===== config.mk =====
export PLATFORM = sky130hd
export DESIGN_NAME = i2c_slave_rx
export DESIGN_NICKNAME = d
export VERILOG_FILES = /design/src/rtl/i2c_pkg.sv /design/src/rtl/i2c_bus_sync.sv /design/src/rtl/i2c_slave_rx.sv
export SDC_FILE = /design/constraint.sdc
export NUM_CORES = 1
export LEC_CHECK = 0
export ABC_CLOCK_PERIOD_IN_PS = 1900
export CORE_MARGIN = 10
export CORE_UTILIZATION = 48
export DETAILED_ROUTE_END_ITERATION = 6
export PLACE_DENSITY = 0.77
export SYNTH_ARGS = -nofsm -noshare
export SYNTH_HDL_FRONTEND = slang
export SYNTH_SLANG_ARGS = --single-unit
export TNS_END_PERCENT = 20

===== constraint.sdc =====
create_clock -name clk -period 1.9 [get_ports clk]
set_clock_uncertainty 0.15 [all_clocks]
set_input_delay 0.38 -clock clk [delete_from_list [all_inputs] [get_ports clk]]
set_output_delay 0.38 -clock clk [all_outputs]
set_load 0.01 [all_outputs]

===== src/rtl/i2c_pkg.sv =====
// Shared I2C definitions: target FSM state encoding, default bus address and R/W levels.
// Used by the target receiver and by the bus synchroniser consumers.
package i2c_pkg;

    typedef enum logic [2:0] {
        ST_IDLE     = 3'd0,
        ST_ADDR     = 3'd1,
        ST_ACK_ADDR = 3'd2,
        ST_DATA     = 3'd3,
        ST_ACK_DATA = 3'd4,
        ST_IGNORE   = 3'd5
    } state_t;

    localparam logic [6:0] DEFAULT_ADDR = 7'h50;
    localparam logic       RW_WRITE     = 1'b0;
    localparam logic       RW_READ      = 1'b1;

    // First byte of a transfer as it appears on the wire.
    function automatic logic [7:0] addr_byte(input logic [6:0] addr, input logic rw);
        return {addr, rw};
    endfunction

endpackage


===== src/rtl/i2c_bus_sync.sv =====
// SCL/SDA synchroniser with one history flop per line; derives SCL edges and
// START/STOP conditions from the synchronised signals only.
module i2c_bus_sync #(
    parameter int SYNC_STAGES = 2
) (
    input  logic clk,
    input  logic reset,
    input  logic scl,
    input  logic sda,
    output logic scl_rise,
    output logic scl_fall,
    output logic start_evt,
    output logic stop_evt,
    output logic sda_s
);

    logic [SYNC_STAGES-1:0] scl_sync;
    logic [SYNC_STAGES-1:0] sda_sync;
    logic                   scl_s;
    logic                   scl_d;
    logic                   sda_d;

    // Synchronisers preset to 1 so a reset looks like an idle bus.
    always_ff @(posedge clk or posedge reset) begin
        if (reset) begin
            scl_sync <= '1;
            sda_sync <= '1;
            scl_d    <= 1'b1;
            sda_d    <= 1'b1;
        end else begin
            scl_sync <= {scl_sync[SYNC_STAGES-2:0], scl};
            sda_sync <= {sda_sync[SYNC_STAGES-2:0], sda};
            scl_d    <= scl_s;
            sda_d    <= sda_s;
        end
    end

    assign scl_s = scl_sync[SYNC_STAGES-1];
    assign sda_s = sda_sync[SYNC_STAGES-1];

    assign scl_rise = scl_s & ~scl_d;
    assign scl_fall = ~scl_s & scl_d;

    // SCL must be high in both sampled cycles, so a simultaneous SCL edge wins.
    assign start_evt = scl_s & scl_d & sda_d & ~sda_s;
    assign stop_evt  = scl_s & scl_d & ~sda_d & sda_s;

endmodule


===== src/rtl/i2c_slave_rx.sv =====
// Write-only I2C target: matches a 7-bit address, ACKs address and data bytes,
// and presents each received byte with a one-clock rx_valid strobe.
module i2c_slave_rx
    import i2c_pkg::*;
#(
    parameter logic [6:0] SLAVE_ADDR  = DEFAULT_ADDR,
    parameter logic       WRITE_BIT   = RW_WRITE,
    parameter int         SYNC_STAGES = 2
) (
    input  logic       clk,
    input  logic       reset,
    input  logic       i2c_scl,
    input  logic       i2c_sda,
    output logic       i2c_sda_oe,
    output logic [7:0] rx_data,
    output logic       rx_valid,
    output logic       addr_match,
    output logic       start_det,
    output logic       stop_det,
    output logic       busy,
    output logic [7:0] byte_cnt
);

    logic       scl_rise;
    logic       scl_fall;
    logic       start_evt;
    logic       stop_evt;
    logic       sda_s;

    state_t     state;
    state_t     state_nxt;
    logic [2:0] bit_cnt;
    logic [6:0] shreg;
    logic [7:0] byte_in;

    logic       shift_en;
    logic       byte_done;
    logic       addr_ok;
    logic       in_ack;
    logic       ack_on;
    logic       ack_off;
    logic       bus_start;
    logic       bus_stop;
    logic       load_data;

    i2c_bus_sync #(
        .SYNC_STAGES(SYNC_STAGES)
    ) u_sync (
        .clk      (clk),
        .reset    (reset),
        .scl      (i2c_scl),
        .sda      (i2c_sda),
        .scl_rise (scl_rise),
        .scl_fall (scl_fall),
        .start_evt(start_evt),
        .stop_evt (stop_evt),
        .sda_s    (sda_s)
    );

    assign byte_in = {shreg, sda_s};
    assign addr_ok = (byte_in == addr_byte(SLAVE_ADDR, WRITE_BIT));

    always_ff @(posedge clk or posedge reset) begin
        if (reset) begin
            state <= ST_IDLE;
        end else begin
            state <= state_nxt;
        end
    end

    always_comb begin
        state_nxt = state;
        if (stop_evt && state != ST_IDLE) begin
            state_nxt = ST_IDLE;
        end else if (start_evt) begin
            state_nxt = ST_ADDR;
        end else begin
            case (state)
                ST_ADDR: begin
                    if (scl_rise && bit_cnt == 3'd7) begin
                        state_nxt = addr_ok ? ST_ACK_ADDR : ST_IGNORE;
                    end
                end
                ST_ACK_ADDR: begin
                    if (scl_fall && i2c_sda_oe) state_nxt = ST_DATA;
                end
                ST_DATA: begin
                    if (scl_rise && bit_cnt == 3'd7) state_nxt = ST_ACK_DATA;
                end
                ST_ACK_DATA: begin
                    if (scl_fall && i2c_sda_oe) state_nxt = ST_DATA;
                end
                default: begin
                end
            endcase
        end
    end

    // The first SCL fall in an ACK state starts the drive, the second ends it.
    always_comb begin
        bus_start = start_evt;
        bus_stop  = stop_evt && (state != ST_IDLE);
        shift_en  = scl_rise && (state == ST_ADDR || state == ST_DATA);
        byte_done = shift_en && (bit_cnt == 3'd7);
        load_data = byte_done && (state == ST_DATA);
        in_ack    = (state == ST_ACK_ADDR) || (state == ST_ACK_DATA);
        ack_on    = scl_fall && in_ack && !i2c_sda_oe;
        ack_off   = scl_fall && in_ack && i2c_sda_oe;
    end

    always_ff @(posedge clk) begin
        if (shift_en) shreg <= byte_in[6:0];
    end

    always_ff @(posedge clk or posedge reset) begin
        if (reset) begin
            i2c_sda_oe <= 1'b0;
            addr_match <= 1'b0;
            rx_data    <= 8'd0;
            rx_valid   <= 1'b0;
            start_det  <= 1'b0;
            stop_det   <= 1'b0;
            byte_cnt   <= 8'd0;
            bit_cnt    <= 3'd0;
        end else begin
            start_det <= bus_start;
            stop_det  <= bus_stop;
            rx_valid  <= load_data;
            if (bus_start || bus_stop) begin
                i2c_sda_oe <= 1'b0;
                addr_match <= 1'b0;
                bit_cnt    <= 3'd0;
                if (bus_start) byte_cnt <= 8'd0;
            end else begin
                if (ack_on) begin
                    i2c_sda_oe <= 1'b1;
                    if (state == ST_ACK_ADDR) addr_match <= 1'b1;
                end else if (ack_off) begin
                    i2c_sda_oe <= 1'b0;
                    bit_cnt    <= 3'd0;
                end
                if (shift_en) bit_cnt <= bit_cnt + 3'd1;
                if (load_data) begin
                    rx_data  <= byte_in;
                    byte_cnt <= byte_cnt + 8'd1;
                end
            end
        end
    end

    assign busy = (state != ST_IDLE);

endmodule


==> results of run 1 <==
==> worst paths after layout <==
path | end | startpoint | slack (ns)
setup reg to reg | state[2]$_DFFE_PP0P_ | bit_cnt[0]$_DFFE_PP0P_ | 0.09
hold / removal | u_sync.scl_sync[1]$_DFF_PP1_ | u_sync.scl_sync[0]$_DFF_PP1_ | 0.21
min in group asynchronous | rx_data[6]$_DFFE_PP0P_ | reset | 0.33
hold reg to reg | u_sync.scl_sync[1]$_DFF_PP1_ | u_sync.scl_sync[0]$_DFF_PP1_ | 0.21
max in group asynchronous | u_sync.scl_sync[0]$_DFF_PP1_ | reset | 0.94
setup / recovery | state[2]$_DFFE_PP0P_ | bit_cnt[0]$_DFFE_PP0P_ | 0.09
==> flip-flops by register name, indices dropped and copies added (netlist names) <==
name             count
addr_match           1
bit_cnt              3
byte_cnt             8
i2c_sda_oe           1
rx_data              8
rx_valid             1
shreg                7
start_det            1
state                3
stop_det             1
u_sync.scl_d         1
u_sync.scl_sync      2
u_sync.sda_d         1
u_sync.sda_sync      2
==> worst register-to-register path, stage by stage, from the launching register on <==
cell	delay, ns
dfrtp_1	0.40
ha_1	0.21
ha_2	0.19
buf_4	0.16
a32oi_1	0.32
o21ai_0	0.15
a21oi_1	0.17
==> metrics by stage <==
stage	power (W)	instances	setup TNS (ns)
after floorplan	0.00107	139	0
after global placement	0.00111	219	0
after detailed placement	0.00112	219	0
after CTS	0.00185	227	0
after global routing	0.00191	227	-0.0187
final	0.00183	227	0
==> cell type report <==
class	count	area share, %
Clock buffer	6	3.64
Clock inverter	2	1.71
Inverter	5	0.882
Multi-Input combinational cell	91	30.8
Sequential cell	40	46.0
Tap cell	48	2.64
Timing Repair Buffer	35	14.3
==> power by group through the flow <==
stage	sequential [W]	combinational (W)	clock [W]
2_1_floorplan	0.000967	0.000104	0
3_3_place_gp	0.000971	0.000142	0
3_5_place_dp	0.000975	0.000149	0
4_1_cts	0.000958	0.000148	0.000741
5_1_grt	0.000965	0.000168	0.000775
6_report	0.000959	0.000148	0.000719
==> routing by layer <==
metal | vias up | global-route usage (%) | share of wire (%)
met5 | - | 0 | 0
met4 | 0 | 6.23 | 2.1
met3 | 6 | 3.42 | 7.3
met2 | 36 | 18.9 | 51
met1 | 600 | 12.4 | 39
li1 | 576 | - | -
==> cell families (layout without fill, tap and decap cells) <==
kind of cell | after synthesis | in the layout
AO/OA/AOI/OAI | 22 | 22
adder cells (fa/ha/maj) | 3 | 3
buffers and inverters | 8 | 48
multiplexers | 10 | 10
flip-flops | 40 | 40
AND/OR/NAND/NOR | 50 | 50
XOR/XNOR | 6 | 6
==> repair_timing <==
item / CTS / global route
hold buffers: 0 / 0
cloned: 0 / 0
setup endpoints to repair: 1 / 6
pin swaps: 0 / 1
resized for setup: 1 / 4
==> synthesized netlist by cell type (2+ instances only) <==
| library cell | number |
|---|---|
| or3_1 | 2 |
| o31ai_1 | 2 |
| mux2_2 | 9 |
| buf_6 | 2 |
| xnor2_1 | 2 |
| nor3_1 | 2 |
| nand3_1 | 5 |
| inv_1 | 3 |
| a21oi_1 | 4 |
| edfxtp_1 | 7 |
| ha_1 | 3 |
| xor2_1 | 4 |
| dfrtp_1 | 27 |
| o21a_1 | 3 |
| nand2b_1 | 2 |
| o21ai_0 | 4 |
| nor2_1 | 11 |
| dfstp_2 | 6 |
| nand2_1 | 13 |
| a31oi_1 | 3 |
==> impl_metrics.json, run 1 <==
{
  "outcome": "completed",
  "crit_path_top_delay_cell": "dfrtp_1",
  "worst-path-buf-inv": 1,
  "synthesis.area_um2": 1770,
  "regArea_um2": 1040,
  "pwr-share-clk_pct": 39.4,
  "combPwrFrac_pct": 8.1,
  "cts_sinks": 40,
  "layout_commonest_cell": "dfrtp_1",
  "track_usage_pct": 11.2,
  "crit_path_end_kind": "register",
  "sw_frac_of_total_pct": 22.3,
  "max_stage_delay_ns": 0.40,
  "slew_headroom_pct": 73.1,
  "fp.coreArea_um2": 3610,
  "hold_depth": 0,
  "rsz0062_at_grt": "true",
  "setup_viol": 0,
  "power.internal_w": 0.00142,
  "grt_max_degree": 34,
  "multiInputGateArea_um2": 699,
  "clkTransAtPathRegs_ns": 0.08,
  "synth-async-reset-ratio_pct": 82.5,
  "drc": 0,
  "final_cell_mix": "dfrtp_1 (26), clkdlybuf4s50_1 (24), nand2_1 (13), nor2_1 (11), buf_4 (10)",
  "grt_overflow": 0,
  "die_w_um": 80.8,
  "synth_ff_type": "dfrtp_1",
  "port_buffers": 25,
  "ys_ff_latch": 40,
  "dr.pass1.iters": 4,
  "wl_per_cell_um": 15.4,
  "postLayoutCellArea_um2": 2270,
  "finalCriticalPeriod_ns": 1.81,
  "antenna_found_initial": 0,
  "slew_violations": 0,
  "die_area_um2": 6520,
  "hp-class": "register to register",
  "gp_congestion": 0.928,
  "synthCells": 139,
  "synth_compound_area_share_pct": 8.40,
  "syn_avg_cell_area_um2": 12.7,
  "synth.area.top_cells": "dfrtp_1 (38%), edfxtp_1 (12%), dfstp_2 (8.9%), mux2_2 (5.7%), nand2_1 (2.8%)",
  "drive_gt1_share_pct": 26.8,
  "rr_worst_depth": 6,
  "hold_viol": 0,
  "grt_pass1_wl_um": 5710,
  "whs_ns": 0.208,
  "power.share.sequential_pct": 52.5,
  "arrival_ns": 1.88,
  "synth_nets": 146,
  "maxCapViolCount": 0,
  "numCtsBuffers": 5,
  "tritoncts": "done",
  "synth_cell_types": 45,
  "post-route-period-util_pct": 95.5,
  "post_dp_cell_area_um2": 2130,
  "crit_type": "register to register",
  "postRouteAntennaNets": 0,
  "worstMarginPinSlew_ns": 0.403,
  "ys_warn_count": 0,
  "synth_edf_count": 7,
  "cp_max_fo": 4,
  "area_growth_pct": 28.2,
  "cts_buffer_depth": 2,
  "root_buffer": "clkbuf_8",
  "drt-total-wl_um": 3490,
  "synth_adder_area_share_pct": 2.12,
  "crit_cells": 6,
  "cts.htree.levels": 2,
  "max-vdd-ir-drop_uv": 433,
  "synth_simple_gate_area_share_pct": 18.6,
  "fmax_ghz": 0.551,
  "startpoint_type": "register",
  "die_h_um": 80.8,
  "finalWorstSetupSlack_ns": 0.0853,
  "clk_latency_ns": 0.29,
  "rows": 22,
  "num_io_pins": 26,
  "seq_area_frac_synth_pct": 58.9,
  "vias_per_cell": 5.37,
  "p_per_area_nw_per_um2": 804,
  "num_vias": 1218,
  "netlist.area_leader.share_pct": 38.1,
  "n_antenna_cell": 0,
  "crit_family": "compound AO/OA/AOI/OAI gates",
  "power.switching_w": 0.000408,
  "final_nets": 185,
  "yosysTopAreaCell": "dfrtp_1",
  "initial_core_util_pct": 49.1,
  "synth_mux_area_share_pct": 6.29,
  "grt_pass1_vias": 1218,
  "synthXorXnorAreaFrac_pct": 2.97,
  "cts_setup_buffers": 0,
  "nFillCells": 277,
  "leakagePower_nw": 0.987,
  "place_ws_ns": 0.0505,
  "place_hpwl_um": 2580,
  "crit_chain": "ha_1, ha_2, buf_4, a32oi_1, o21ai_0, a21oi_1",
  "final_util_pct": 63.0,
  "cp.required_ns": 1.97,
  "initialDrtViolationCount": 50,
  "synth_top_family_by_area": "simple AND/OR/NAND/NOR gates"
}
(Power assumes the default switching activity.)
==> run 2, diff against run 1 <==
--- a/config.mk
+++ b/config.mk
@@ -12,5 +12,6 @@
 export PLACE_DENSITY = 0.77
 export SYNTH_ARGS = -nofsm -noshare
 export SYNTH_HDL_FRONTEND = slang
+export SYNTH_HIERARCHICAL = 1
 export SYNTH_SLANG_ARGS = --single-unit
 export TNS_END_PERCENT = 20
==> run 2 against run 1 <==
The run now ends with setup timing left; combinational power rose by 20%; hold slack improved by 0.00064 ns; die area fell by 0.90%; total power fell by 7.3%; clock-buffer cell count fell by 1; via count rose by 11%; critical endpoint is now byte_cnt[4]$_DFFE_PP0P_; highest routed layer unchanged.
==> impl_metrics.json, run 2 <==
{
  "slew_violations": 0,
  "startpoint_type": "register",
  "wl_per_cell_um": 15.2,
  "ys_warn_count": 6,
  "synth.area.top_cells": "dfrtp_1 (39%), edfxtp_1 (12%), dfstp_2 (9.0%), nand2_1 (6.0%), a21oi_1 (3.1%)",
  "vias_per_cell": 5.41,
  "setup_viol": 1,
  "clkTransAtPathRegs_ns": 0.07,
  "fp.coreArea_um2": 3440,
  "initial_core_util_pct": 50.9,
  "grt_pass1_vias": 1363,
  "worstSetupEndpoint": "byte_cnt[4]$_DFFE_PP0P_",
  "num_vias": 1352,
  "leakagePower_nw": 1.05,
  "final_cell_mix": "nand2_1 (28), dfrtp_1 (26), clkdlybuf4s50_1 (24), buf_4 (16)",
  "fmax_ghz": 0.521,
  "antenna_found_initial": 0,
  "seq_area_frac_synth_pct": 59.6,
  "cts_sinks": 40,
  "power.share.sequential_pct": 58.0,
  "drt-total-wl_um": 3790,
  "num_io_pins": 26,
  "rows": 21,
  "crit_type": "register to register",
  "synth-async-reset-ratio_pct": 82.5,
  "arrival_ns": 1.95,
  "ys_ff_latch": 40,
  "grt_overflow": 0,
  "power.switching_w": 0.000425,
  "netlist.area_leader.share_pct": 38.6,
  "port_buffers": 25,
  "crit_path_end_kind": "register",
  "numCtsBuffers": 5,
  "largestRegisters": "byte_cnt: 8 flops, rx_data: 8 flops, shreg: 7 flops",
  "cts_buffer_depth": 2,
  "sw_frac_of_total_pct": 25.1,
  "place_ws_ns": -0.0754,
  "reg2reg_to": "byte_cnt[4]$_DFFE_PP0P_",
  "place_hpwl_um": 2830,
  "post_dp_cell_area_um2": 2140,
  "slew_headroom_pct": 76.3,
  "combPwrFrac_pct": 10.5,
  "synthesis.area_um2": 1750,
  "max-vdd-ir-drop_uv": 438,
  "outcome": "finished, violations left",
  "root_buffer": "clkbuf_8",
  "layout_commonest_cell": "nand2_1",
  "rr_worst_depth": 6,
  "maxCapViolCount": 0,
  "die_w_um": 80.4,
  "synthCells": 160,
  "grt_pass1_wl_um": 6250,
  "final_util_pct": 66.1,
  "cts.htree.levels": 2,
  "syn_avg_cell_area_um2": 10.9,
  "gp_congestion": 0.830,
  "synth_nets": 167,
  "whs_ns": 0.209,
  "r2r_slack_ns": -0.02,
  "drive_gt1_share_pct": 21.1,
  "power.internal_w": 0.00127,
  "p_per_area_nw_per_um2": 744,
  "synth_cell_types": 37,
  "finalWorstSetupSlack_ns": -0.0180,
  "clk_latency_ns": 0.30,
  "synth_most_common_cell": "nand2_1",
  "hold_viol": 0,
  "worstMarginPinSlew_ns": 0.352,
  "post-route-period-util_pct": 101,
  "final_nets": 210,
  "finalCriticalPeriod_ns": 1.92,
  "yosysTopAreaCell": "dfrtp_1",
  "rr_startpoint": "u_sync/scl_sync[1]$_DFF_PP1_",
  "grt_max_degree": 28,
  "hp-class": "register to register",
  "area_growth_pct": 30.0,
  "finalSetupTns_ns": -0.0180,
  "drc": 0,
  "n_antenna_cell": 0,
  "synth_edf_count": 7,
  "pwr-share-clk_pct": 31.5,
  "die_h_um": 80.4,
  "rsz0062_at_grt": "true",
  "hp-start": "u_sync/scl_sync[0]$_DFF_PP1_",
  "dr.pass1.iters": 4,
  "yosys-top-cells-count": "nand2_1 (28), dfrtp_1 (27), a21oi_1 (11), nand3_1 (9), nor2_1 (8)",
  "synth_ff_type": "dfrtp_1",
  "cp_max_fo": 4,
  "track_usage_pct": 12.4,
  "crit_start": "u_sync/scl_sync[1]$_DFF_PP1_",
  "initialDrtViolationCount": 82,
  "tritoncts": "done",
  "postRouteAntennaNets": 0,
  "failed_checks": "setup timing",
  "postLayoutCellArea_um2": 2280,
  "die_area_um2": 6460,
  "cp.required_ns": 1.94
}
[run 2: cells by family (layout without fill, tap and decap cells)]
logic type / count (synthesis) / count (layout) / synth area share, %
xor+xnor: 3 / 3 / 1.50
fa+ha+maj: 3 / 3 / 2.14
buf+inv: 11 / 55 / 2.50
compound gates: 26 / 26 / 9.94
flops: 40 / 40 / 59.6
simple gates: 77 / 77 / 24.3
[run 2: repair_timing]
item                                    CTS  global route
hold buffers                              0             0
setup buffers                             3             0
pin swaps                                 0             3
resized for setup                         5             7
endpoints found under the setup margin    4            11
[run 2: worst min-delay path by stage]
stage | endpoint | slack (ns) | cells after the start
after floorplan | u_sync/scl_sync[1]$_DFF_PP1_ | 0.20 | 0
after global placement | u_sync/sda_sync[1]$_DFF_PP1_ | 0.20 | 0
after detailed placement | u_sync/scl_sync[1]$_DFF_PP1_ | 0.20 | 0
after CTS | u_sync/scl_sync[1]$_DFF_PP1_ | 0.21 | 0
after global routing | u_sync/scl_sync[1]$_DFF_PP1_ | 0.22 | 0
final | u_sync/scl_sync[1]$_DFF_PP1_ | 0.21 | 0
[run 2: cell type report]
cell class | count | area (um^2)
Fill cell | 271 | 1170
Sequential cell | 40 | 1040
Tap cell | 46 | 57.6
Multi-Input combinational cell | 109 | 703
Clock buffer | 5 | 68.8
Clock inverter | 3 | 13.8
Timing Repair Buffer | 41 | 365
Inverter | 6 | 22.5
[run 2: per-layer routing]
| metal | routed length, um | global-route usage [%] | up-vias |
|---|---|---|---|
| met2 | 1960 | 21.3 | 40 |
| met1 | 1490 | 12.9 | 648 |
| met5 | 0 | 0 | - |
| met4 | 94 | 6.69 | 0 |
| li1 | - | - | 653 |
| met3 | 251 | 4.45 | 11 |
[run 2: per-stage QoR]
step	total power [W]	cells
floorplan	0.00110	160
global placement	0.00116	239
detailed placement	0.00118	239
CTS	0.00170	250
global route	0.00178	250
finish	0.00169	250
[run 2: power by group through the flow]
stage | Clock [W] | Sequential (W) | Combinational [W]
final | 0.000534 | 0.000981 | 0.000178
after global routing | 0.000592 | 0.000989 | 0.000201
after CTS | 0.000546 | 0.000979 | 0.000178
after detailed placement | 0 | 0.000995 | 0.000182
after global placement | 0 | 0.000990 | 0.000168
after floorplan | 0 | 0.000976 | 0.000125
[run 2: critical path, cell delays in order, from the launching register on]
cell and delay (ns):
dfstp_2 0.54, nor2b_4 0.13, and4b_2 0.28, buf_4 0.14, and4b_1 0.25, a311oi_2 0.11
a41o_1 0.22
==> run 3, diff against run 2 <==
--- a/config.mk
+++ b/config.mk
@@ -6,6 +6,7 @@
 export NUM_CORES = 1
 export LEC_CHECK = 0
 export ABC_CLOCK_PERIOD_IN_PS = 1900
+export CAP_MARGIN = 20
 export CORE_MARGIN = 10
 export CORE_UTILIZATION = 48
 export DETAILED_ROUTE_END_ITERATION = 6
==> results of run 3 <==
No change in the layout: final DEF, timing and power equal those of run 2.
